--- src/rtl/garduino_sys_v1_sys_cpu_v1_oci_dct_packer.sv ---
// Packs 2-bit DCT trace atoms into 30-bit words of up to 15 atoms and hands them to the
// trace FIFO over valid/ready, exposing the live accumulation state to the OCI monitor.
module garduino_sys_v1_sys_cpu_v1_oci_dct_packer #(
    parameter int ATOM_W = 2,
    parameter int ATOMS  = 15,
    parameter int CNT_W  = 4,
    parameter int DROP_W = 8
) (
    input  logic                    clk,
    input  logic                    reset,
    input  logic                    trace_en,
    input  logic                    atom_valid,
    input  logic [ATOM_W-1:0]       atom_data,
    input  logic                    flush,
    output logic                    out_valid,
    input  logic                    out_ready,
    output logic [ATOM_W*ATOMS-1:0] out_data,
    output logic [CNT_W-1:0]        out_count,
    output logic [ATOM_W*ATOMS-1:0] dct_buffer,
    output logic [CNT_W-1:0]        dct_count,
    output logic                    overflow,
    output logic [DROP_W-1:0]       drop_count
);

    localparam int               BUF_W    = ATOM_W * ATOMS;
    localparam logic [CNT_W-1:0] FULL_CNT = CNT_W'(ATOMS);

    function automatic logic [DROP_W-1:0] sat_inc(input logic [DROP_W-1:0] v);
        return (&v) ? v : v + 1'b1;
    endfunction

    logic [BUF_W-1:0]  r_buf;
    logic [CNT_W-1:0]  r_cnt;
    logic              r_out_valid;
    logic [BUF_W-1:0]  r_out_data;
    logic [CNT_W-1:0]  r_out_count;
    logic              r_flush_pend;
    logic              r_overflow;
    logic [DROP_W-1:0] r_drop_cnt;

    logic              w_cap;
    logic              w_free;
    logic              w_fl;
    logic              w_full;
    logic              w_empty;
    logic              w_append;
    logic              w_xfer;
    logic              w_drop;
    logic              w_idle_flush;
    logic [BUF_W-1:0]  w_buf_app;
    logic [CNT_W-1:0]  w_cnt_app;

    assign w_cap        = trace_en && atom_valid;
    assign w_free       = !r_out_valid || out_ready;
    assign w_fl         = flush || r_flush_pend;
    assign w_full       = (r_cnt == FULL_CNT);
    assign w_empty      = (r_cnt == '0);
    assign w_append     = w_cap && !w_full;
    assign w_xfer       = w_free && (w_full || (w_fl && (!w_empty || w_cap)));
    assign w_drop       = w_cap && w_full && !w_xfer;
    // An empty flush with nothing arriving has nothing to emit, so it is simply retired.
    assign w_idle_flush = w_fl && w_empty && !w_cap;
    assign w_cnt_app    = r_cnt + CNT_W'(w_append);

    always_comb begin
        w_buf_app = r_buf;
        if (w_append) begin
            w_buf_app[int'(r_cnt)*ATOM_W +: ATOM_W] = atom_data;
        end
    end

    // Stage boundary: accumulation buffer, output slot and drop bookkeeping.
    always_ff @(posedge clk) begin
        if (reset) begin
            r_buf        <= '0;
            r_cnt        <= '0;
            r_out_valid  <= 1'b0;
            r_out_data   <= '0;
            r_out_count  <= '0;
            r_flush_pend <= 1'b0;
            r_overflow   <= 1'b0;
            r_drop_cnt   <= '0;
        end else begin
            if (w_xfer) begin
                r_out_valid <= 1'b1;
                r_out_data  <= w_buf_app;
                r_out_count <= w_cnt_app;
                // A capture that meets a full buffer opens the next word instead of being lost.
                if (w_full && w_cap) begin
                    r_buf <= BUF_W'(atom_data);
                    r_cnt <= CNT_W'(1);
                end else begin
                    r_buf <= '0;
                    r_cnt <= '0;
                end
            end else begin
                if (r_out_valid && out_ready) begin
                    r_out_valid <= 1'b0;
                end
                if (w_append) begin
                    r_buf <= w_buf_app;
                    r_cnt <= w_cnt_app;
                end
            end

            if (w_xfer || w_idle_flush) begin
                r_flush_pend <= 1'b0;
            end else if (w_fl && !w_free) begin
                r_flush_pend <= 1'b1;
            end

            if (w_drop) begin
                r_overflow <= 1'b1;
                r_drop_cnt <= sat_inc(r_drop_cnt);
            end
        end
    end

    assign out_valid  = r_out_valid;
    assign out_data   = r_out_data;
    assign out_count  = r_out_count;
    assign dct_buffer = r_buf;
    assign dct_count  = r_cnt;
    assign overflow   = r_overflow;
    assign drop_count = r_drop_cnt;

endmodule

--- config.mk ---
export PLATFORM = sky130hd
export DESIGN_NAME = garduino_sys_v1_sys_cpu_v1_oci_dct_packer
export DESIGN_NICKNAME = d
export VERILOG_FILES = /design/src/rtl/garduino_sys_v1_sys_cpu_v1_oci_dct_packer.sv
export SDC_FILE = /design/constraint.sdc
export NUM_CORES = 1
export LEC_CHECK = 0
export ABC_CLOCK_PERIOD_IN_PS = 2500
export BUFFER_PORTS_ARGS = -buffer_cell sky130_fd_sc_hd__buf_2
export CAP_MARGIN = 20
export CORE_MARGIN = 2
export CORE_UTILIZATION = 53
export DETAILED_ROUTE_END_ITERATION = 8
export PLACE_DENSITY_LB_ADDON = 0.15
export REMOVE_ABC_BUFFERS = 1
export SLEW_MARGIN = 20
export SYNTH_ARGS = -nofsm -noshare
export SYNTH_HDL_FRONTEND = slang
export SYNTH_SLANG_ARGS = --single-unit
--- constraint.sdc ---
create_clock -name clk -period 2.5 [get_ports clk]
set_input_delay 0.125 -clock clk [delete_from_list [all_inputs] [get_ports clk]]
set_output_delay 0.125 -clock clk [all_outputs]
set_load 0.03 [all_outputs]
# --- Word-level counts from Yosys, hierarchy flattened ---
# Cells that the tools add are included.
word_totals:
  regBits: 79
  inputBits: 8
  out_inout_bits: 78
  elab_cells: 52
op_classes:
  n_mux: 10
  n_bitwise: 1
  add_sub_neg: 3
  n_eq_ne: 1
  reduce_logical: 27
  shift: 2
ops:
  columns: ["operator", "count"]
  rows:
  - ["$mux W30", 3]
  - ["$neg A5 Y33", 1]
  - ["$shift A2 B33 Y30 const A", 1]
  - ["$shiftx A2 B33 Y30", 1]
  - ["$bwmux W30", 1]
  - ["$logic_and A1 B1 Y1", 10]
  - ["$add A8 B1 Y8 const B", 1]
  - ["$mux W4", 2]
  - ["$reduce_and A8 Y1", 1]
  - ["$logic_not A1 Y1", 6]
  - ["$logic_or A1 B1 Y1", 5]
  - ["$add A4 B1 Y4", 1]
  - ["$eq A4 B4 Y1 const B", 1]
  - ["$logic_not A4 Y1", 1]
  - ["$reduce_bool A2 Y1", 2]
  - ["$mux W1", 3]
  - ["$mux W2", 1]
  - ["$reduce_and A2 Y1", 1]
  - ["$reduce_or A2 Y1", 1]
  - ["$not A1 Y1", 1]

# --- Longest topological paths before layout ---
logic_depth:
  word_depth: 9
  depth_mapped: 10
  mapped_depth_nobuf: 9

# --- Least setup slack after synthesis ---
# Ideal clock, no wire load.
synth_timing:
  path_kind: "flip-flop to flip-flop"
  start: "register r_cnt[0], in the netlist dct_count[0]"
  end: "register r_out_data[19], in the netlist out_data[19]"
  slack_ns: -0.097
  t_arrival_ns: 2.512
  path_stages_with_launch: 9
  setup_time_ns: 0.086
  required_time_ns: 2.414
  path_buffers: 1
  path_cell_list: "dfxtp_1 buf_2 nor3_1 ha_1 nand4bb_1 nor4_4 nand3_1 mux2i_1 a211oi_1"
synth_via:
  elab_chain_cells: 6
  word_cells_on_any_way: 14
  cone_classes: "1 x add/sub; 1 x eq/ne; 2 x shift; 2 x mux; 8 x reduce/logical"
synth_lines:
  columns: ["item", "line_no", "source"]
  rows:
  - ["start: declaration", "33", "logic [CNT_W-1:0] r_cnt;"]
  - ["start signal: assignment", "102", "r_cnt <= w_cnt_app;"]
  - ["parallel branches: the longest is 6 deep, another holds $neg A5 Y33", null, null]
  - ["end signal: assignment", "86", "r_out_data <= w_buf_app;"]
  - ["end: declaration", "35", "logic [BUF_W-1:0] r_out_data;"]
# Parallel ways; which one is timed is not known.
# A chain may end at the register's enable or synchronous reset.

# --- Worst setup path after layout ---
layout_timing:
  start: "register r_cnt[0], in the netlist dct_count[0]"
  end: "register r_out_data[3], in the netlist out_data[3]"
# Same word-level chain as after synthesis.

==> impl_metrics.toml <==
[detailed_routing]
dr.pass1.iters = 5
wl_um = 9270
ant_nets = 0
wl_per_cell_um = 15.6
dr.first_iter.drc_count = 237
vias = 3369
drc = 0
drt-vias-per-instance = 5.68

[power_and_ir_drop]
power-per-cell-area_nw_per_um2 = 582
power_mw = 2.54
vdd_ir_drop_max_v = 0.000339
p_leak_nw = 1.88

[timing]
rsz0062_at_grt = "false"
period_needed_ns = 2.33
fmax_mhz = 429
tightest_slew_ns = 0.898
period_share = 0.933
drv_slew = 0
relSlewSlack = 0.400
finalHoldViolations = 0
setup_viol = 0
finalSetupTns_ns = 0
clock_skew_ns = 0.00985

[critical_path]
endpoint_kind = "flop"
path_max_fanout = 14
start_kind = "flop"
crit_required_ns = 2.71
worst_ep_arrival_time_ns = 2.54
path_class = "flop to flop"

[synthesis]
syn_avg_cell_area_um2 = 8.62
synthesis.area_um2 = 3610
synth.largest_area_cell = "dfxtp_1"
ys.flop_type = "dfxtp_1"
yosysWarnings = 0
synth_edf_count = 0
synth_area_leaders = "dfxtp_1 44%, mux2i_1 6.1%, nor2_1 4.5%"
netlist.area_leader.share = 0.438
ys_types = 55
synth_seq_area_share = 0.438
synthCells = 419
ys_ff_latch = 79
synth-async-reset-ratio = 0

[clock_tree]
clk_pin_slew_ns = 0.08
insertion_delay_ns = 0.34
htree_levels = 3
cts_buffers = 9
cts.sinks = 79
cts_max_path_buffers = 2
cts_tree = "done"
postCtsHoldBufs = 0
cts_root_buffer = "clkbuf_8"

[grt]
grt_antenna_before_repair = 0
first_global_vias = 3108
grt_max_degree = 28
overflow = 0
grt_usage = 0.255
grt_pass1_wl_um = 15300

[final_layout]
diodes = 0
fin_area_um2 = 4370
finish.utilization = 0.654
fillers = 602
layout.cells.non_filler = 593
nets = 523
drive_above_1_share = 0.265
area_growth_syn_to_layout_pct = 21.0

[run]
max-cap-violations = 0

[placement]
placed_area_um2 = 4160
hpwl_um = 6450
dp_cells = 578
port_buffers = 85
routabilityCongestion = 0.857

[die]
start_util = 0.540
die_h_um = 86.5
fp.dieArea_um2 = 7490
io_pins = 86
core_area_um2 = 6680
die_w_um = 86.5
rows = 30

[run_status]
outcome = "complete, no violations"

[worst_hold_path]
min_path_type = "input port to flop"
per-stage QoR:
stage,hold WS [ns],setup slack (ns)
floorplan,0.194,-0.511
global placement,0.432,0.242
detailed placement,0.439,0.188
CTS,0.148,0.177
global route,0.166,0.00580
finish,0.158,0.167
report_power, final:
| part | internal (mW) | switching [mW] |
|---|---|---|
| clock network | 0.581 | 0.441 |
| logic | 0.0798 | 0.166 |
| registers | 1.27 | 0.00618 |
worst max-delay path, stage by stage, from the launching register on:
cell,delay (ns)
dfxtp_1,0.33
buf_4,0.22
nor3_1,0.08
ha_1,0.32
nand4b_1,0.17
or4_4,0.61
nor2_4,0.16
mux2i_1,0.24
o21ai_1,0.08
final cells by class:
cell class | count | area (um2) | share of cell area
inverters | 10 | 37.5 | 0.00859
multi-input cells | 303 | 1860 | 0.425
well taps | 80 | 100 | 0.0229
repair buffers | 106 | 583 | 0.133
clock inverters | 4 | 70.1 | 0.0160
flip-flops and latches | 79 | 1580 | 0.362
clock buffers | 11 | 141 | 0.0324
registers in the layout, indices dropped and copies added, names as in the netlist:
register,flops
out_count,4
dct_buffer,30
out_valid,1
out_data,30
r_flush_pend,1
overflow,1
drop_count,8
dct_count,4
path summary, 6_finish.rpt:
check	start	endpoint	slack, ns	cells past startpoint
hold / removal	out_ready	r_flush_pend	0.16	3
hold reg to reg	out_data[5]	out_data[5]	0.45	2
setup / recovery	dct_count[0]	out_data[3]	0.17	8
setup reg to reg	dct_count[0]	out_data[3]	0.17	8
routing by layer:
metal | vias up | share of wire | GRT usage
met3 | 9 | 0.053 | 0.0533
met4 | 0 | 0.012 | 0.0696
li1 | 1658 | - | -
met5 | - | 0 | 0
met2 | 108 | 0.46 | 0.406
met1 | 1594 | 0.47 | 0.353
cells in the final DEF (no fill, tap or decap), drive strengths merged, types with 8 or more instances in the layout:
cell,Yosys,final
nor2,44,44
nor2b,8,8
inv,10,10
buf,14,106
nor3,8,8
a21oi,32,32
o21ai,38,38
nand3,22,22
clkbuf,13,11
mux2i,22,22
dfxtp,79,79
nand2,41,41
Yosys cell counts, drive strengths merged, types with 4 or more instances:
library cell	n
a22o	4
clkbuf	13
nand3b	4
mux2i	22
or3	4
and3	5
xnor2	6
inv	10
nand2	41
nor2b	8
nand3	22
dfxtp	79
a21oi	32
a31oi	6
nand4	7
nor2	44
buf	14
nand2b	4
o22ai	4
o21ai	38
nor3	8
nor4	5
and2	5
ha	6
logic make-up (layout without fill, tap and decap cells):
kind of cell | Yosys count | in the layout | share of synthesized area
mux | 22 | 22 | 0.0610
simple gates | 167 | 167 | 0.245
xor+xnor | 8 | 8 | 0.0215
flops | 79 | 79 | 0.438
compound gates | 100 | 100 | 0.165
buf+inv | 37 | 131 | 0.0489
fa+ha+maj | 6 | 6 | 0.0208
timing repair:
| action | CTS | global route |
|---|---|---|
| endpoints found under the setup margin | 0 | 1 |
| resized for setup | 0 | 1 |
| buffers inserted | 0 | 0 |
(Power assumes the default switching activity.)
